## config.mk

```make
export PLATFORM = sky130hd
export DESIGN_NAME = demux_stream
export DESIGN_NICKNAME = d
export VERILOG_FILES = /design/src/rtl/demux_stream.sv
export SDC_FILE = /design/constraint.sdc
export NUM_CORES = 1
export LEC_CHECK = 0
export ABC_CLOCK_PERIOD_IN_PS = 1500
export CORE_AREA = 2 2 39 41
export CTS_CLUSTER_SIZE = 24
export DETAILED_ROUTE_END_ITERATION = 7
export DIE_AREA = 0 0 41 43
export PLACE_DENSITY_LB_ADDON = 0.15
export SETUP_SLACK_MARGIN = 0.4
export SLEW_MARGIN = 5
export SYNTH_ARGS = -nofsm -noshare
export SYNTH_HDL_FRONTEND = slang
export SYNTH_SLANG_ARGS = --single-unit
```

## constraint.sdc

```tcl
create_clock -name clk -period 1.5 [get_ports clk]
set_clock_uncertainty 0.05 [all_clocks]
set_input_delay 0.15 -clock clk [delete_from_list [all_inputs] [get_ports clk]]
set_output_delay 0.15 -clock clk [all_outputs]
set_load 0.005 [all_outputs]
```

## src/rtl/demux_stream.sv

```systemverilog
// Registered valid/ready 1-to-N demultiplexer with one holding register per channel.
// Words are steered by ctrl (MODE 0) or by a rotating pointer (MODE 1).
module demux_stream #(
    parameter int SIZE_CTRL = 2,
    parameter int WIRE      = 1,
    parameter int MODE      = 0
) (
    input  logic                           clk,
    input  logic                           rst_n,
    input  logic [SIZE_CTRL-1:0]           ctrl,
    input  logic                           in_valid,
    input  logic [WIRE-1:0]                in,
    output logic                           in_ready,
    output logic [(2**SIZE_CTRL)-1:0]      out_valid,
    output logic [(2**SIZE_CTRL)*WIRE-1:0] out,
    input  logic [(2**SIZE_CTRL)-1:0]      out_ready,
    output logic [SIZE_CTRL-1:0]           sel
);

    localparam int N = 2**SIZE_CTRL;

    logic [N-1:0][WIRE-1:0] data_r;
    logic [N-1:0]           full_r;
    logic [SIZE_CTRL-1:0]   rr_r;
    logic [SIZE_CTRL-1:0]   target_s;
    logic                   ready_s;
    logic                   accept_s;
    logic [N-1:0]           load_s;
    logic [N-1:0]           drain_s;

    // Target channel selection and input handshake
    always_comb begin
        if (MODE == 1) begin
            target_s = rr_r;
        end else begin
            target_s = ctrl;
        end
        // a slot being drained on this edge can take the new word at once
        ready_s  = !full_r[target_s] || out_ready[target_s];
        accept_s = in_valid && ready_s;
        if (accept_s) begin
            load_s = N'(1) << target_s;
        end else begin
            load_s = {N{1'b0}};
        end
        drain_s = full_r & out_ready;
    end

    assign in_ready  = ready_s;
    assign sel       = target_s;
    assign out_valid = full_r;
    assign out       = data_r;

    // Per-channel holding registers: load wins over drain on the same edge
    always_ff @(posedge clk or negedge rst_n) begin
        if (!rst_n) begin
            data_r <= '0;
            full_r <= {N{1'b0}};
        end else begin
            for (int k = 0; k < N; k++) begin
                if (load_s[k]) begin
                    data_r[k] <= in;
                    full_r[k] <= 1'b1;
                end else if (drain_s[k]) begin
                    full_r[k] <= 1'b0;
                end else begin
                    full_r[k] <= full_r[k];
                end
            end
        end
    end

    // Round-robin pointer: strict rotation, advances only on an accepted word
    always_ff @(posedge clk or negedge rst_n) begin
        if (!rst_n) begin
            rr_r <= {SIZE_CTRL{1'b0}};
        end else if ((MODE == 1) && accept_s) begin
            rr_r <= rr_r + SIZE_CTRL'(1);
        end else begin
            rr_r <= rr_r;
        end
    end

endmodule

```

==> results of run 1 <==
## stage by stage
stage	setup WS (ps)	total power (µW)	util	hold WS, ps	std cells
final	14.9	609	0.536	131	77
after global routing	-28.2	650	0.536	154	77
after CTS	6.63	607	0.518	141	76
after detailed placement	-353	442	0.474	412	72
after global placement	-352	440	0.474	400	72
after floorplan	221	322	-	-196	31
## state kept, by name, indices dropped and copies added (netlist names)
register,flops
out,4
out_valid,4
## area by class of cell
class,count,area [µm²],area share
timing repair buffer,29,274,0.369
inverter,1,3.75,0.00506
multi-input combinational,20,221,0.298
sequential,8,200,0.270
clock buffer,3,22.5,0.0304
tap,16,20.0,0.0270
## where the power goes
group	total (µW)	switching (µW)	internal, µW
sequential	267	20.0	247
combinational	183	54.7	129
clock	158	67.3	91.2
total	609	142	467
## worst max-delay path: cells and delay by family
family	cells	cell delay [ps]
muxes	1	450
and+or+nand+nor	1	140
buffers and inverters	2	540
## layer usage
layer	track usage	up-vias
li1	-	167
met1	0.133	157
met2	0.175	12
met3	0.0314	2
met4	0.0800	0
met5	0	-
## placed cells by master (no fill, tap or decap)
master,instances
buf_4,6
clkdlybuf4s15_1,6
clkdlybuf4s15_2,2
inv_2,1
o21ai_0,3
nand2b_4,5
nand3_1,1
clkdlybuf4s50_1,7
dlygate4sd2_1,3
dfrtp_1,8
nand2b_1,1
buf_6,4
buf_2,1
mux4_2,1
nand2_1,2
or3b_4,1
nor3b_4,1
mux2_4,4
clkbuf_4,3
nand4_1,1
## cells by family (layout without fill, tap and decap cells)
kind of cell,count (synthesis),count (layout),synth area share
flops,8,8,0.514
compound gates,3,3,0.0386
mux,5,5,0.193
buf+inv,3,33,0.0482
simple gates,12,12,0.206
## what timing repair did
| action | in CTS | in global routing |
|---|---|---|
| gates cloned | 0 | 0 |
| pin swaps | 1 | 0 |
| setup buffers | 1 | 1 |
| setup endpoints to repair | 15 | 13 |
| gates resized for setup | 34 | 8 |
## final timing paths
kind | start | endpoint | cells after the start
setup / recovery | out_ready[2] | in_ready | 4
hold / removal | rst_n | out[2] | 1
setup reg to reg | out_valid[1] | out[1] | 4
hold reg to reg | out[3] | out[3] | 1
max in group asynchronous | rst_n | out_valid[0] | 1
min in group clk | ctrl[0] | out_valid[2] | 3
==> qor.yml, run 1 <==
layout:
  fillers: 132
  post-route-cell-area_um2: 742
  nNetsFinal: 73
  area_growth_pct: 90.7
  layout-drive-gt1-share: 0.475
  diodes: 0
sta:
  setup_violations: 0
  hold_viol: 0
  fin_tns_setup_ps: 0
  fmax_mhz: 673
  slew_headroom: 0.760
  final.min_clock_period_ps: 1490
  rsz0062_at_grt: "true"
  drv_slew: 0
  tightest_slew_ps: 359
  period_share: 0.990
drt:
  firstDrtPassIters: 1
  topRoutingLayerUsed: "met4"
  met3_length_um: 75
  drt-total-wl_um: 920
  wl_per_cell_um: 11.9
  drt_iter0_drc: 0
  wl_met1_um: 361
  wl_met2_um: 472
  ant_nets: 0
  drc_errors: 0
  drt-vias-per-instance: 4.39
  vias: 338
synth:
  yosysMostFrequentCell: "dfrtp_1"
  synth_top_cells_by_area: "dfrtp_1 51%, mux2_2 8.7%, nand2b_1 8.0%, mux4_1 6.8%, o21ai_0 3.9%"
  ys_top_cells_by_count: "8 x dfrtp_1, 5 x nand2b_1, 3 x mux2_2, 3 x o21ai_0"
  syn_inst: 31
  yosys_register_bits: 8
  synth_cell_type_count: 14
  syn-num-nets: 41
  netlist_area_um2: 389
  synth_flop_cell: "dfrtp_1"
  synth_area_per_cell_um2: 12.6
  async_reset_ff_frac: 1.00
  synth-edff-count: 0
  yosysWarnings: 0
  ys_seq_area_frac: 0.514
  synth_top_area_frac: 0.514
  yosysTopAreaCell: "dfrtp_1"
critical_path:
  critPathCaptureType: "output pin"
  critPathSlowestCell: "mux4_2"
  crit_type: "input port to output pin"
  startpoint_type: "input port"
  crit_fanout: 2
  arrival_ps: 1290
  crit_chain: "clkdlybuf4s50_1 -> nand2b_4 -> mux4_2 -> buf_2"
  rrSetupSlack_ps: 90
  slowest_delay_ps: 450
  cp.required_ps: 1300
cts:
  cts_buffers: 3
  cts_buffer_depth: 2
  clock_latency_ps: 240
  cts-htree-levels: 1
  clock-root-buffer: "clkbuf_4"
  hold_buffers: 0
  numClockSinks: 8
  cts_tree: "built"
  cts.clk_slew.worst_paths_ps: 50
power_and_ir_drop:
  irDropWorstVdd_v: 0.000417
  power_density_nw_per_um2: 821
  power.leakage_uw: 0.000360
global_route:
  grt_antenna_before_repair: 0
  grt_pass1_vias: 338
  overflow: 0
  grt_max_degree: 9
  track_usage: 0.116
  grt_pass1_wl_um: 1350
floorplanning:
  io_pins: 21
  num_rows: 14
  die_w_um: 41
  initial_utilization: 0.281
  coreArea_um2: 1380
  die_h_um: 43
  dieArea_um2: 1760
placement:
  hpwl_um: 682
  place_area_um2: 656
  portBuffers: 20
  gp_congestion: 0.717
flow_run:
  maxCapViolCount: 0
min_path:
  hold_class: "input port to async pin"
status:
  outcome: "complete, no violations"
Note: power is estimated with default switching activity, not from simulation.
==> run 2: changes to the inputs <==
- ABC_CLOCK_PERIOD_IN_PS: 1500 -> 1310
- GPL_ROUTABILITY_DRIVEN: not set -> 1
- clock period: 1.5 -> 1.31 ns (I/O delays scaled with it)
==> qor.yml, run 2 (same netlist as run 1, synthesis figures left out) <==
power_and_ir_drop:
  power_density_nw_per_um2: 957
  irDropWorstVdd_v: 0.000520
  clkPwrFrac: 0.277
  pwr-share-comb: 0.294
  netSwitchingPower_uw: 179
  pwr-share-seq: 0.430
  power.leakage_uw: 0.000374
  intPower_uw: 530
  netSwitchingFraction: 0.252
placement:
  hpwl_um: 719
  gp_congestion: 0.664
  portBuffers: 20
  place_ws_ps: -495
  dpl.cell_count: 74
global_route:
  met1_usage: 0.159
  grt_antenna_before_repair: 0
  busiest_layer: "met2"
  use_met2: 0.200
  grt_pass1_wl_um: 1540
  grt.met3_usage: 0.0157
  grt_pass1_vias: 361
  overflow: 0
  track_usage: 0.132
  grt_max_degree: 9
cts:
  clock-root-buffer: "clkbuf_4"
  numClockSinks: 8
  cts-htree-levels: 1
  cts_buffer_depth: 2
  cts_buffers: 3
  clock_latency_ps: 260
  cts.clk_slew.worst_paths_ps: 60
  cts_tree: "built"
drt:
  ant_nets: 0
  drt-vias-per-instance: 4.48
  drc_errors: 0
  firstDrtPassIters: 1
  drt-total-wl_um: 1020
  vias: 358
  drt_iter0_drc: 0
  wl_per_cell_um: 12.7
critical_path:
  r2r_cells: 4
  cp.required_ps: 1130
  crit_fanout: 2
  rrSetupSlack_ps: -120
  timing.rr.start: "out_valid[1]"
  arrival_ps: 1320
  reg2reg_to: "out[1]"
  crit_type: "register to output pin"
  startpoint_type: "register"
  critPathCaptureType: "output pin"
sta:
  hold_viol: 0
  setup_ws_ps: -194
  slew_headroom: 0.752
  setup_violations: 2
  tightest_slew_ps: 371
  final.min_clock_period_ps: 1500
  drv_slew: 0
  fmax_mhz: 665
  rsz0062_at_grt: "true"
  period_share: 1.15
layout:
  fillers: 132
  layout-drive-gt1-share: 0.609
  diodes: 0
  final_cell_mix: "8 x dfrtp_1, 8 x buf_4, 7 x buf_2"
  area_growth_pct: 90.4
  regArea_um2: 200
  nNetsFinal: 76
  final_cells: 80
  multiInputGateArea_um2: 221
floorplanning:
  die_h_um: 43
  io_pins: 21
  coreArea_um2: 1380
  initial_utilization: 0.281
  num_rows: 14
  dieArea_um2: 1760
  die_w_um: 41
min_path:
  hold_class: "input port to async pin"
status:
  outcome: "finished with violations"
  violations: "setup timing"
flow_run:
  maxCapViolCount: 0
## run 2: cell types whose count changed in the layout (fill, tap and decap cells not counted)
| cell | change |
|---|---|
| clkdlybuf4s50_1 | -1 |
| dlygate4sd2_1 | -1 |
| buf_6 | +2 |
| buf_2 | +6 |
| clkdlybuf4s15_1 | -5 |
| buf_4 | +2 |
## run 2: layer usage
metal | vias to the layer above | part of all wire
li1 | 172 | -
met1 | 167 | 0.39
met2 | 15 | 0.51
met3 | 4 | 0.070
met4 | 0 | 0.026
met5 | - | 0
## run 2: power by group through the flow
stage	logic, µW	registers [µW]	clock network, µW
after global placement	207	302	0
after detailed placement	209	304	0
after global routing	227	309	211
after floorplan	61.3	307	0
after CTS	187	301	195
final	208	305	196
## run 2: final cells by class
type	instances	share of cell area
tap	16	0.0270
clock buffer	3	0.0304
multi-input combinational	20	0.299
inverter	1	0.00507
timing repair buffer	32	0.368
sequential	8	0.270
## run 2: critical path, cell delays in order, from the launching register on
cell	delay, ps
dfrtp_1	400
nand2b_4	70
mux4_2	450
buf_2	140
## run 2: worst max path at each step
stage                     slack [ps]    startpoint  cells past startpoint  endpoint
after floorplan                   30  out_valid[1]                      3    out[1]
after global placement          -500  out_ready[0]                      4  in_ready
after detailed placement        -490  out_ready[0]                      4  in_ready
after CTS                       -150  out_ready[3]                      4  in_ready
after global routing            -220  out_valid[3]                      3  in_ready
final                           -190  out_valid[3]                      3  in_ready
## run 2: what timing repair did
action | in CTS | in global routing
hold endpoints to repair | 0 | 0
resized for setup | 52 | 9
hold buffers | 0 | 0
setup buffers | 1 | 2
setup endpoints to repair | 17 | 15
## run 2: through the flow
stage | utilization | TNS (ps) | total power (µW) | hold slack (ps) | cell area (µm²)
detailed placement | 0.485 | -1630 | 513 | 392 | 671
floorplan | - | 0 | 369 | -215 | 398
global placement | 0.485 | -1590 | 510 | 386 | 671
finish | 0.535 | -316 | 709 | 97.3 | 741
global route | 0.535 | -383 | 746 | 124 | 741
CTS | 0.492 | -270 | 683 | 120 | 681
